===== src/rtl/instr_fetch_unit.sv =====
// Instruction fetch: owns the fetch PC, keeps one word request outstanding to imem, and buffers
// {pc, instr} pairs in a DEPTH-entry FIFO feeding decode; a redirect flushes the buffer and drops any in-flight word.
module instr_fetch_unit #(
  parameter logic [31:0] RESET_PC = 32'h0000_0000,
  parameter int          DEPTH    = 2,
  parameter logic [31:0] NOP      = 32'h0000_0013
) (
  input  logic        clk,
  input  logic        reset,
  output logic        imem_req,
  output logic [31:0] imem_addr,
  input  logic        imem_rvalid,
  input  logic [31:0] imem_rdata,
  input  logic        PCSrc,
  input  logic [31:0] PCTarget,
  input  logic        Stall,
  output logic        InstrValid,
  output logic [31:0] Instr,
  output logic [31:0] PC
);

  localparam int AW = $clog2(DEPTH);
  localparam int CW = $clog2(DEPTH + 1);

  typedef enum logic [1:0] {IDLE, WAIT, DROP} state_t;

  state_t        state, state_nxt;
  logic [CW-1:0] count;
  logic [AW-1:0] rd_ptr, wr_ptr;
  logic [31:0]   fetch_pc, req_pc, target_aligned;
  logic [31:0]   pc_mem    [DEPTH];
  logic [31:0]   instr_mem [DEPTH];
  logic          push, pop;
  logic [CW:0]   occ_nxt;

  assign target_aligned = PCTarget & 32'hFFFF_FFFC;
  assign imem_addr      = fetch_pc;
  assign InstrValid     = (count != '0);
  assign Instr          = InstrValid ? instr_mem[rd_ptr] : NOP;
  assign PC             = InstrValid ? pc_mem[rd_ptr] : 32'h0;

  always_ff @(posedge clk or posedge reset) begin
    if (reset) state <= IDLE;
    else       state <= state_nxt;
  end

  always_comb begin
    state_nxt = state;
    case (state)
      IDLE: if (imem_req) state_nxt = WAIT;
      WAIT: begin
        if (PCSrc)            state_nxt = imem_rvalid ? IDLE : DROP;
        else if (imem_rvalid) state_nxt = imem_req ? WAIT : IDLE;
      end
      DROP: if (imem_rvalid) state_nxt = IDLE;
      default: state_nxt = IDLE;
    endcase
  end

  // Requests are gated on next-cycle occupancy so a returning word always has a slot.
  // DROP never requests: the target fetch goes out the cycle after the dropped word returns.
  always_comb begin
    pop      = InstrValid & ~Stall;
    push     = imem_rvalid & (state == WAIT) & ~PCSrc;
    occ_nxt  = {1'b0, count} + {{CW{1'b0}}, push} - {{CW{1'b0}}, pop};
    imem_req = ~reset & ~PCSrc
             & ((state == IDLE) | ((state == WAIT) & imem_rvalid))
             & (occ_nxt < (CW+1)'(DEPTH));
  end

  always_ff @(posedge clk or posedge reset) begin
    if (reset) begin
      count    <= '0;
      rd_ptr   <= '0;
      wr_ptr   <= '0;
      fetch_pc <= RESET_PC;
      req_pc   <= RESET_PC;
    end else if (PCSrc) begin
      count    <= '0;
      rd_ptr   <= '0;
      wr_ptr   <= '0;
      fetch_pc <= target_aligned;
    end else begin
      if (imem_req) begin
        fetch_pc <= fetch_pc + 32'd4;
        req_pc   <= fetch_pc;
      end
      if (push) wr_ptr <= wr_ptr + 1'b1;
      if (pop)  rd_ptr <= rd_ptr + 1'b1;
      count <= occ_nxt[CW-1:0];
    end
  end

  always_ff @(posedge clk) begin
    if (push) begin
      pc_mem[wr_ptr]    <= req_pc;
      instr_mem[wr_ptr] <= imem_rdata;
    end
  end

endmodule


===== config.mk =====
export PLATFORM = sky130hd
export DESIGN_NAME = instr_fetch_unit
export DESIGN_NICKNAME = d
export VERILOG_FILES = /design/src/rtl/instr_fetch_unit.sv
export SDC_FILE = /design/constraint.sdc
export NUM_CORES = 1
export LEC_CHECK = 0
export CAP_MARGIN = 20
export CORE_MARGIN = 2
export CORE_UTILIZATION = 51
export DETAILED_ROUTE_END_ITERATION = 12
export PLACE_DENSITY = 0.8
export SETUP_SLACK_MARGIN = 0.2
export SKIP_CTS_REPAIR_TIMING = 1
export SLEW_MARGIN = 20
export SYNTH_ARGS = -nofsm -noshare
export SYNTH_HDL_FRONTEND = slang
export SYNTH_SLANG_ARGS = --single-unit
export TNS_END_PERCENT = 100

===== constraint.sdc =====
create_clock -name clk -period 5.2 [get_ports clk]
set_input_delay 1.04 -clock clk [delete_from_list [all_inputs] [get_ports clk]]
set_output_delay 1.04 -clock clk [all_outputs]
set_load 0.01 [all_outputs]

# Word-level counts from Yosys, hierarchy flattened
# Memory sizes are Yosys's and may differ from the RTL's.
# Index checks and enable logic that the tools add are counted.
[op_classes] n_reduce_logical=7 addsub=5 eq_ne=5 n_lt_le_gt_ge=1 mux=18 bitwise=10
[op_table] operator="32-bit two-way mux" n=4
[op_table] operator="32-bit by 3-bit adder with 32-bit output (second input constant)" n=1
[op_table] operator="2-bit two-way mux" n=6
[op_table] operator="2-bit nonzero test" n=4
[op_table] operator="1-bit two-way mux" n=7
[op_table] operator="1-bit AND" n=6
[op_table] operator="2-bit one-hot mux with 3 select lines" n=1
[op_table] operator="2-bit != test (second input constant)" n=2
[op_table] operator="2-bit by 1-bit adder with 3-bit output" n=1
[op_table] operator="3-bit by 2-bit less-than comparator with 1-bit output (second input constant)" n=1
[op_table] operator="3-bit != test (second input constant)" n=1
[op_table] operator="1-bit NOT" n=3
[op_table] operator="3-bit AND reduction" n=1
[op_table] operator="3-bit by 1-bit subtractor with 3-bit output" n=1
[op_table] operator="1-bit adder (second input constant)" n=2
[op_table] operator="2-bit by 1-bit == test with 1-bit output (second input constant)" n=1
[op_table] operator="2-bit == test (second input constant)" n=1
[op_table] operator="2-bit logical NOT" n=1
[op_table] operator="2-bit AND reduction" n=1
[op_table] operator="1-bit OR" n=1
[totals] memories=2 out_inout_bits=98 word_cells=54 in_bits=69 regBits=70 ramBits=128
[memory_table] memory="instr_mem" words=2 width=32 rd=1 rd_ports_with_merged_regs=0 write_ports=1 line_no="32" source="logic [31:0] instr_mem [DEPTH];"
[memory_table] memory="pc_mem" words=2 width=32 rd=1 rd_ports_with_merged_regs=0 write_ports=1 line_no="31" source="logic [31:0] pc_mem [DEPTH];"

# Logic depth before layout (Yosys ltp)
# Gate-level depths: netlist (run 1).
[logic_depth] word_depth=11 mapped_depth=16 mapped_depth_nobuf=14

# Worst setup path before layout (run 1)
# OpenSTA, ideal clock, no wires.
[synth_timing] path_type="input to output" startpoint="in PCSrc" endpoint="out imem_req" path_stages=14 t_arrival_ns=3.736 required_ns=4.160 n_path_buf=4 setup_slack_ns=0.424 path_cell_list="clkbuf_1 > nor2_1 > nand2_1 > ha_1 > inv_1 > ha_1 > inv_1 > fa_1 > or4b_1 > or3_1 > buf_2 > clkinv_2 > buf_6 > buf_2"
[synth_between] elab_chain_cells=6 word_cells_on_any_way=8 cone_classes="add/sub: 2; order compare: 1; bitwise: 5"
[synth_lines] element="start, declared" line_no="14" source="input logic PCSrc,"
[synth_lines] element="1-bit NOT (no line) *"
[synth_lines] element="1-bit AND" line_no="64" source="push = imem_rvalid & (state == WAIT) & ~PCSrc;"
[synth_lines] element="2-bit by 1-bit adder with 3-bit output" line_no="65" source="occ_nxt = {1'b0, count} + {{CW{1'b0}}, push} - {{CW{1'b0}}, pop};"
[synth_lines] element="3-bit by 1-bit subtractor with 3-bit output" line_no="65"
[synth_lines] element="3-bit by 2-bit less-than comparator with 1-bit output" line_no="68" source="& (occ_nxt < (CW+1)'(DEPTH));"
[synth_lines] element="1-bit AND *" line_no="68"
[synth_lines] element="end, declared" line_no="10" source="output logic imem_req,"
# Mark *: on every way between the ends. The rest lies on a longest branch, timed or not.

# Worst setup path in the final report (run 1)
# Ends and elaborated chain as after synthesis.

==> results.toml, run 1 <==
[synth]
synth-edff-count = 124
synth_top_area_share_pct = 46.90
syn_area_um2 = 7940
synth_area_per_cell_um2 = 12.41
synthFlopType = "edfxtp_1"
synthCells = 640
synthTopCellsByArea = "edfxtp_1, dfrtp_1, mux2i_1"
synth_seq_cells = 190
yosysWarnings = 0
ys_seq_area_share_pct = 67.70
yosysTopAreaCell = "edfxtp_1"
synth_async_sr_flop_share_pct = 34.74
ys_types = 46

[place]
port_buffers = 160
post-place-ws_ns = -0.1338
place_hpwl_um = 11300
dpl_cell_area_um2 = 9727
dpl.cell_count = 969
gp_congestion = 0.8755

[route]
drc_errors = 0
vias_per_cell = 5.561
dr.pass1.iters = 5
wire_per_inst_um = 17.35
dr.first_iter.drc_count = 443
drt-total-wl_um = 17360
detail-route-antenna-nets = 0
vias = 5567

[pwr]
p_seq_share_pct = 48.6
total_power_mw = 4.462
internal-power_mw = 3.128
p_leak_nw = 3.811
p_clk_share_pct = 26.5
peakVddDrop_mv = 0.2491
power_density_nw_per_um2 = 434.0
swShare_pct = 29.90
netSwitchingPower_mw = 1.334
combPwrFrac_pct = 24.9

[global_route]
grt_pass1_vias = 5488
grt_overflow = 0
antenna_found_initial = 0
grt_usage_pct = 21.30
grt_start_max_net_pins = 63
grt_pass1_wl_um = 27340

[floorplanning]
num_rows = 45
core_area_um2 = 15200
die_w_um = 128.8
die_h_um = 128.8
start_util_pct = 52.23
boundaryPins = 167
die_area_um2 = 16580

[setup_path]
crit_required_ns = 4.16
path_class = "in -> out"
worst_setup_path_end_kind = "output port"
path_delay_family = "simple AND/OR/NAND/NOR gates"
rrSetupSlack_ns = 0.91
worstReg2RegStart = "state[1]"
critPathSlowestCell = "fa_1"
crit_arrival_ns = 3.83
critical-path-max-stage-delay_ns = 0.52
rr_worst_depth = 16
start_kind = "input pin"
r2r-end = "imem_addr[5]"
critical_path_buf_inv_count = 5
path_cells = "clkdlybuf4s50_1 -> nor2_2 -> nand2_1 -> ha_1 -> inv_1 -> ha_1 -> inv_1 -> fa_1 -> or4b_4 -> or3_4 -> clkinv_2 -> dlymetal6s2s_1"
crit_fanout = 2

[sta]
fin_setup_tns_ns = 0
max_freq_mhz = 205.5
fin_crit_sh_pct = 93.59
rsz0062_at_grt = "false"
post-route-min-period_ns = 4.866
relSlewSlack_pct = 31.18
tightest_slew_ns = 1.024
setup_viol = 0
drv_slew = 0
hold_slack_ns = 0.4740
skew_ns = 0.008365
hold_viol_final = 0
finalWorstSetupSlack_ns = 0.3336

[finish]
fillers = 1088
seq_area_um2 = 5379
multi_input_area_um2 = 2381
syn_to_final_growth_pct = 29.48
finish.instance_area_um2 = 10280
final_cells = 1001
finalNetCount = 874
fin_util_pct = 67.63
layout-drive-gt1-share_pct = 7.011
diodes = 0

[cts]
cts_tree = "done"
clk_latency_ns = 0.42
h-tree-depth = 4
cts_buffer_depth = 2
clk_pin_slew_ns = 0.06
numCtsBuffers = 17
root_buffer = "clkbuf_16"
clock-sinks = 190

[hold_path]
min_path_cells = 0
hp-start = "req_pc[28]"
hp-class = "reg -> reg"
whs_endpoint = "pc_mem[1][28]"

[run_status]
status = "completed"

[job]
cap_viol_max_count = 0
-- cell usage after synthesis, types with 3 or more instances --
cell / instances
nor3_1: 6
nor2_1: 80
clkbuf_1: 18
buf_6: 4
a221o_1: 4
buf_2: 6
buf_1: 4
a21oi_1: 4
ha_1: 3
nand3_1: 17
o21ai_0: 20
o311ai_1: 6
nand2_1: 125
and3_1: 4
dfrtp_1: 66
o211ai_1: 13
inv_1: 9
nor2b_1: 4
edfxtp_1: 124
buf_4: 4
mux2i_1: 65
nand4_1: 16
nand2b_1: 5
-- state kept, by name, indices dropped and copies added, names as in the netlist --
name       cells
count          2
imem_addr     30
instr_mem     64
pc_mem        60
rd_ptr         1
req_pc        30
state          2
wr_ptr         1
-- power groups by stage --
stage                     clock network [mW]  logic [mW]  registers (mW)
final                                   1.18        1.11            2.17
after detailed placement                   0        1.11            2.19
after global routing                    1.26        1.22            2.20
after floorplan                            0       0.654            2.08
after CTS                               1.20        1.12            2.16
after global placement                     0        1.08            2.17
-- logic make-up (layout without fill, tap and decap cells) --
kind of cell,Yosys count,count (layout),synth area share (%)
AOI/OAI and AO/OA,61,61,5.405
xor gates and xnor gates,4,4,0.4413
adders and majority gates,4,4,0.7249
buffers and inverters,46,216,2.852
DFF,190,190,67.70
muxes,65,65,8.194
other,1,4,0.04723
and+or+nand+nor,269,269,14.64
-- how the worst max path moves through the flow --
stage	from	endpoint	slack, ns	cells after the start
finish	PCSrc	imem_req	0.33	12
global placement	PCSrc	imem_req	-0.05	12
detailed placement	PCSrc	imem_req	-0.13	12
CTS	PCSrc	imem_req	-0.14	12
global route	PCSrc	imem_req	0.21	12
floorplan	PCSrc	imem_req	0.42	14
-- cells in the final DEF, fill, tap and decap left out, drive strengths merged, types with 13 or more instances in the layout --
cell type      instances
clkdlybuf4s50        159
nand2                125
edfxtp               124
nor2                  80
dfrtp                 66
mux2i                 65
o21ai                 20
clkbuf                20
nand3                 18
nand4                 16
buf                   15
o211ai                13
-- metal layers --
| layer | track usage (%) | vias up | share of wire (%) |
|---|---|---|---|
| li1 | - | 2611 | - |
| met1 | 28.03 | 2706 | 43 |
| met2 | 35.45 | 230 | 49 |
| met3 | 4.740 | 20 | 6.3 |
| met4 | 7.033 | 0 | 1.5 |
| met5 | 0 | - | 0 |
-- final cells by class --
class,count,share of cell area [%]
clock buffers,20,4.247
flip-flops and latches,190,52.32
multi-input cells,407,23.16
repair buffers,175,16.70
well taps,188,2.288
inverters,10,0.3773
clock inverters,11,0.9127
-- worst reg2reg max path, cell delays in order, from the launching register on --
cell	delay (ns)
dfrtp_1	0.42
nand2b_1	0.20
nor2_2	0.15
nand2_1	0.09
ha_1	0.27
inv_1	0.05
ha_1	0.14
inv_1	0.06
fa_1	0.52
or4b_4	0.47
or3_4	0.41
clkinv_2	0.06
buf_4	0.44
nor2_1	0.32
buf_4	0.23
o21ai_0	0.18
o311ai_1	0.14
(Power assumes the default switching activity.)
==> run 2, diff against run 1 <==
--- a/config.mk
+++ b/config.mk
@@ -12,8 +12,8 @@
 export PLACE_DENSITY = 0.8
 export SETUP_SLACK_MARGIN = 0.2
 export SKIP_CTS_REPAIR_TIMING = 1
-export SLEW_MARGIN = 20
+export SLEW_MARGIN = 10
 export SYNTH_ARGS = -nofsm -noshare
 export SYNTH_HDL_FRONTEND = slang
 export SYNTH_SLANG_ARGS = --single-unit
-export TNS_END_PERCENT = 100
+export TNS_END_PERCENT = 50
==> results.toml, run 2 (same netlist as run 1, synthesis figures left out) <==
[job]
cap_viol_max_count = 0

[hold_path]
hp-start = "req_pc[25]"
hp-class = "reg -> reg"

[pwr]
peakVddDrop_mv = 0.2492
power_density_nw_per_um2 = 432.8
total_power_mw = 4.459
p_leak_nw = 3.824

[place]
post-place-ws_ns = -0.1338
dpl.cell_count = 969
gp_congestion = 0.8755
dpl_cell_area_um2 = 9727
place_hpwl_um = 11300
port_buffers = 160

[sta]
fin_setup_tns_ns = 0
hold_viol_final = 0
finalWorstSetupSlack_ns = 0.3313
post-route-min-period_ns = 4.869
relSlewSlack_pct = 31.57
max_freq_mhz = 205.4
setup_viol = 0
tightest_slew_ns = 1.019
skew_ns = 0.007809
drv_slew = 0
hold_slack_ns = 0.4725
fin_crit_sh_pct = 93.63
rsz0062_at_grt = "false"

[setup_path]
crit_required_ns = 4.16
critPathSlowestCell = "fa_1"
crit_arrival_ns = 3.83
worstSetupStartpoint = "PCSrc"
path_delay_family = "simple AND/OR/NAND/NOR gates"
worst_setup_path_end_kind = "output port"
start_kind = "input pin"
worstReg2RegStart = "state[1]"
critical-path-max-stage-delay_ns = 0.52
path_class = "in -> out"
crit_fanout = 2
path_cells = "clkdlybuf4s50_1 -> nor2_2 -> nand2_1 -> ha_1 -> inv_1 -> ha_1 -> inv_1 -> fa_1 -> or4b_4 -> or3_4 -> clkinv_2 -> dlymetal6s2s_1"
critical_path_buf_inv_count = 5

[floorplanning]
boundaryPins = 167
die_area_um2 = 16580
core_area_um2 = 15200
die_h_um = 128.8
die_w_um = 128.8
num_rows = 45
start_util_pct = 52.23

[finish]
largest_reg_flops = 64
finalNetCount = 875
diodes = 0
mostFrequentLayoutCell = "clkdlybuf4s50_1"
seq_area_um2 = 5379
finish.instance_area_um2 = 10300
fillers = 1086
multi_input_area_um2 = 2377
final_cells = 1002
syn_to_final_growth_pct = 29.78
top_regs = "instr_mem x64, pc_mem x60"
fin_util_pct = 67.79
mostFrequentLayoutCells = "clkdlybuf4s50_1, nand2_1, edfxtp_1"
layout-drive-gt1-share_pct = 7.125
regMostFlops = "instr_mem"

[cts]
root_buffer = "clkbuf_16"
cts_tree = "done"
clk_latency_ns = 0.42
numCtsBuffers = 17
clk_pin_slew_ns = 0.06
cts_buffer_depth = 2
clock-sinks = 190
h-tree-depth = 4

[global_route]
grt_use_met3_pct = 4.740
top_usage_layer = "met2"
grt_usage_pct = 21.30
grt_start_max_net_pins = 63
grt_overflow = 0
met2_usage_pct = 35.45
antenna_found_initial = 0
grt_pass1_vias = 5488
globalRouteMet1Util_pct = 28.03
grt_pass1_wl_um = 27340

[route]
drc_errors = 0
vias_per_cell = 5.562
dr.pass1.iters = 5
drt-total-wl_um = 17340
dr.first_iter.drc_count = 432
detail-route-antenna-nets = 0
vias = 5573
wire_per_inst_um = 17.31

[run_status]
status = "completed"
run 2: report_power, final:
part | switching [mW] | leakage [nW] | internal (mW) | total, mW
Sequential | 0.268 | 1.95 | 1.90 | 2.17
Combinational | 0.538 | 1.61 | 0.575 | 1.11
Clock | 0.525 | 0.261 | 0.655 | 1.18
Total | 1.33 | 3.82 | 3.13 | 4.46
run 2: per-layer routing:
metal / routed length [um] / vias up
li1: - / 2618
met1: 7513 / 2712
met2: 8521 / 221
met3: 1039 / 22
met4: 269 / 0
met5: 0 / -
run 2: final cells by class:
cell class	count	area share, %
Inverter	10	0.3764
Clock inverter	11	0.9106
Timing Repair Buffer	176	16.93
Multi-Input combinational cell	407	23.07
Sequential cell	190	52.20
Clock buffer	20	4.237
Tap cell	188	2.283
run 2: final timing paths:
| check | endpoint | slack, ns | depth (start not counted) |
|---|---|---|---|
| worst max register to register | imem_addr[5] | 0.91 | 16 |
| worst max-delay path | imem_req | 0.33 | 12 |
| worst min-delay path | pc_mem[1][25] | 0.47 | 0 |
| min in group asynchronous | imem_addr[30] | 1.08 | 2 |
| worst min register to register | pc_mem[1][25] | 0.47 | 0 |
| max in group asynchronous | req_pc[4] | 3.20 | 3 |
==> run 3, diff against run 2 <==
--- a/config.mk
+++ b/config.mk
@@ -6,10 +6,9 @@
 export NUM_CORES = 1
 export LEC_CHECK = 0
 export CAP_MARGIN = 20
-export CORE_MARGIN = 2
-export CORE_UTILIZATION = 51
+export CORE_UTILIZATION = 55
 export DETAILED_ROUTE_END_ITERATION = 12
-export PLACE_DENSITY = 0.8
+export PLACE_DENSITY = 0.85
 export SETUP_SLACK_MARGIN = 0.2
 export SKIP_CTS_REPAIR_TIMING = 1
 export SLEW_MARGIN = 10
==> constraint.sdc (replaced) <==
create_clock -name clk -period 6.3 [get_ports clk]
set_input_delay 1.26 -clock clk [delete_from_list [all_inputs] [get_ports clk]]
set_output_delay 1.26 -clock clk [all_outputs]
set_load 0.01 [all_outputs]
==> results.toml, run 3 (same netlist as run 1, synthesis figures left out) <==
[finish]
top_regs = "instr_mem x64, pc_mem x60"
largest_reg_flops = 64
regMostFlops = "instr_mem"
fillers = 939
diodes = 0
layout-drive-gt1-share_pct = 6.436
seq_area_um2 = 5379
syn_to_final_growth_pct = 29.40
fin_util_pct = 73.45
mostFrequentLayoutCells = "clkdlybuf4s50_1, nand2_1, edfxtp_1"
finalNetCount = 868
multi_input_area_um2 = 2367
mostFrequentLayoutCell = "clkdlybuf4s50_1"

[cts]
numCtsBuffers = 17
clock-sinks = 190
h-tree-depth = 4
clk_latency_ns = 0.42
cts_buffer_depth = 2
cts_tree = "done"
clk_pin_slew_ns = 0.07
root_buffer = "clkbuf_16"

[route]
wire_per_inst_um = 17.62
vias_per_cell = 5.655
drc_errors = 0
drt-total-wl_um = 17410
dr.first_iter.drc_count = 640
detail-route-antenna-nets = 0
vias = 5587
dr.pass1.iters = 5

[setup_path]
critPathSlowestCell = "clkdlybuf4s50_1"
critical-path-max-stage-delay_ns = 0.57
crit_arrival_ns = 4.54
critical_path_buf_inv_count = 5
path_cells = "clkdlybuf4s50_1 -> nand2_1 -> ha_1 -> inv_1 -> ha_1 -> inv_1 -> fa_1 -> or4b_1 -> or3_2 -> clkinv_2 -> clkdlybuf4s50_1"
crit_required_ns = 5.04
worst_setup_path_end_kind = "output port"
path_delay_family = "buffers and inverters"
crit_fanout = 6
start_kind = "input pin"
path_class = "in -> out"

[run_status]
status = "completed"

[floorplanning]
die_h_um = 122.2
die_area_um2 = 14920
start_util_pct = 56.76
boundaryPins = 167
num_rows = 43
die_w_um = 122.2
core_area_um2 = 13990

[sta]
relSlewSlack_pct = 24.07
hold_slack_ns = 0.4703
post-route-min-period_ns = 5.796
skew_ns = 0.005402
rsz0062_at_grt = "false"
drv_slew = 0
fin_setup_tns_ns = 0
hold_viol_final = 0
max_freq_mhz = 172.5
fin_crit_sh_pct = 91.99
tightest_slew_ns = 1.139
finalWorstSetupSlack_ns = 0.5045
setup_viol = 0

[pwr]
peakVddDrop_mv = 0.1985
total_power_mw = 3.752
power_density_nw_per_um2 = 365.2
internal-power_mw = 2.637
netSwitchingPower_mw = 1.115
combPwrFrac_pct = 24.1
p_leak_nw = 3.787
p_seq_share_pct = 47.9
p_clk_share_pct = 28.0
swShare_pct = 29.73

[hold_path]
hp-class = "reg -> reg"

[global_route]
antenna_found_initial = 0
grt_overflow = 0
grt_start_max_net_pins = 67
grt_pass1_wl_um = 27790
grt_usage_pct = 24.66
grt_pass1_vias = 5531

[place]
gp_congestion = 0.8782
place_hpwl_um = 11190
post-place-ws_ns = 0.5025
port_buffers = 160

[job]
cap_viol_max_count = 0
-- run 3: cell types whose count changed in the layout (fill, tap and decap cells not counted), sizes merged --
cell           delta
buf               -7
clkinvlp          +2
inv               -2
clkbuf            +1
clkdlybuf4s50     +1
dlymetal6s2s      -1
-- run 3: per-stage QoR --
stage / instances / cell area [um^2]
final: 988 / 10270
after global routing: 988 / 10270
after CTS: 987 / 10270
after detailed placement: 955 / 9672
after global placement: 955 / 9672
after floorplan: 643 / 7951
-- run 3: layout make-up --
| class | count | share of cell area (%) |
|---|---|---|
| inverter | 10 | 0.3775 |
| multi-input combinational | 407 | 23.04 |
| clock buffer | 21 | 4.798 |
| sequential | 190 | 52.35 |
| timing repair buffer | 169 | 16.22 |
| tap | 180 | 2.192 |
| clock inverter | 11 | 1.023 |
-- run 3: routing by layer --
metal	up-vias	share of wire (%)	global-route usage [%]	routed length (um)
met5	-	0	0	0
met4	0	2.9	10.90	500
met3	36	6.4	4.401	1121
met2	260	50	40.54	8759
met1	2694	40	32.25	7029
li1	2597	-	-	-
-- run 3: worst register-to-register path: stages, from the launching register on --
cell	delay, ns
dfrtp_1	0.41
nand2b_1	0.18
nor2_1	0.12
nand2_1	0.13
ha_1	0.29
inv_1	0.06
ha_1	0.13
inv_1	0.04
fa_1	0.50
or4b_1	0.42
or3_2	0.52
clkinv_2	0.08
buf_4	0.45
nor2_1	0.35
buf_4	0.27
a21o_1	0.16
a221o_1	0.28
-- run 3: power by group through the flow --
stage	Combinational (mW)	Sequential, mW	Clock (mW)
finish	0.904	1.80	1.05
global route	0.986	1.83	1.12
floorplan	0.540	1.72	0
CTS	0.911	1.80	1.06
detailed placement	0.905	1.82	0
global placement	0.873	1.80	0
-- run 3: worst paths after layout --
| check | start | endpoint | slack (ns) | cells past startpoint |
|---|---|---|---|---|
| min in group asynchronous | reset | imem_addr[28] | 1.47 | 3 |
| setup / recovery | imem_rvalid | imem_req | 0.50 | 11 |
| hold reg to reg | req_pc[21] | pc_mem[0][21] | 0.47 | 0 |
| setup reg to reg | state[1] | imem_addr[10] | 1.82 | 16 |
| hold / removal | req_pc[21] | pc_mem[0][21] | 0.47 | 0 |
| max in group asynchronous | reset | rd_ptr | 4.21 | 3 |
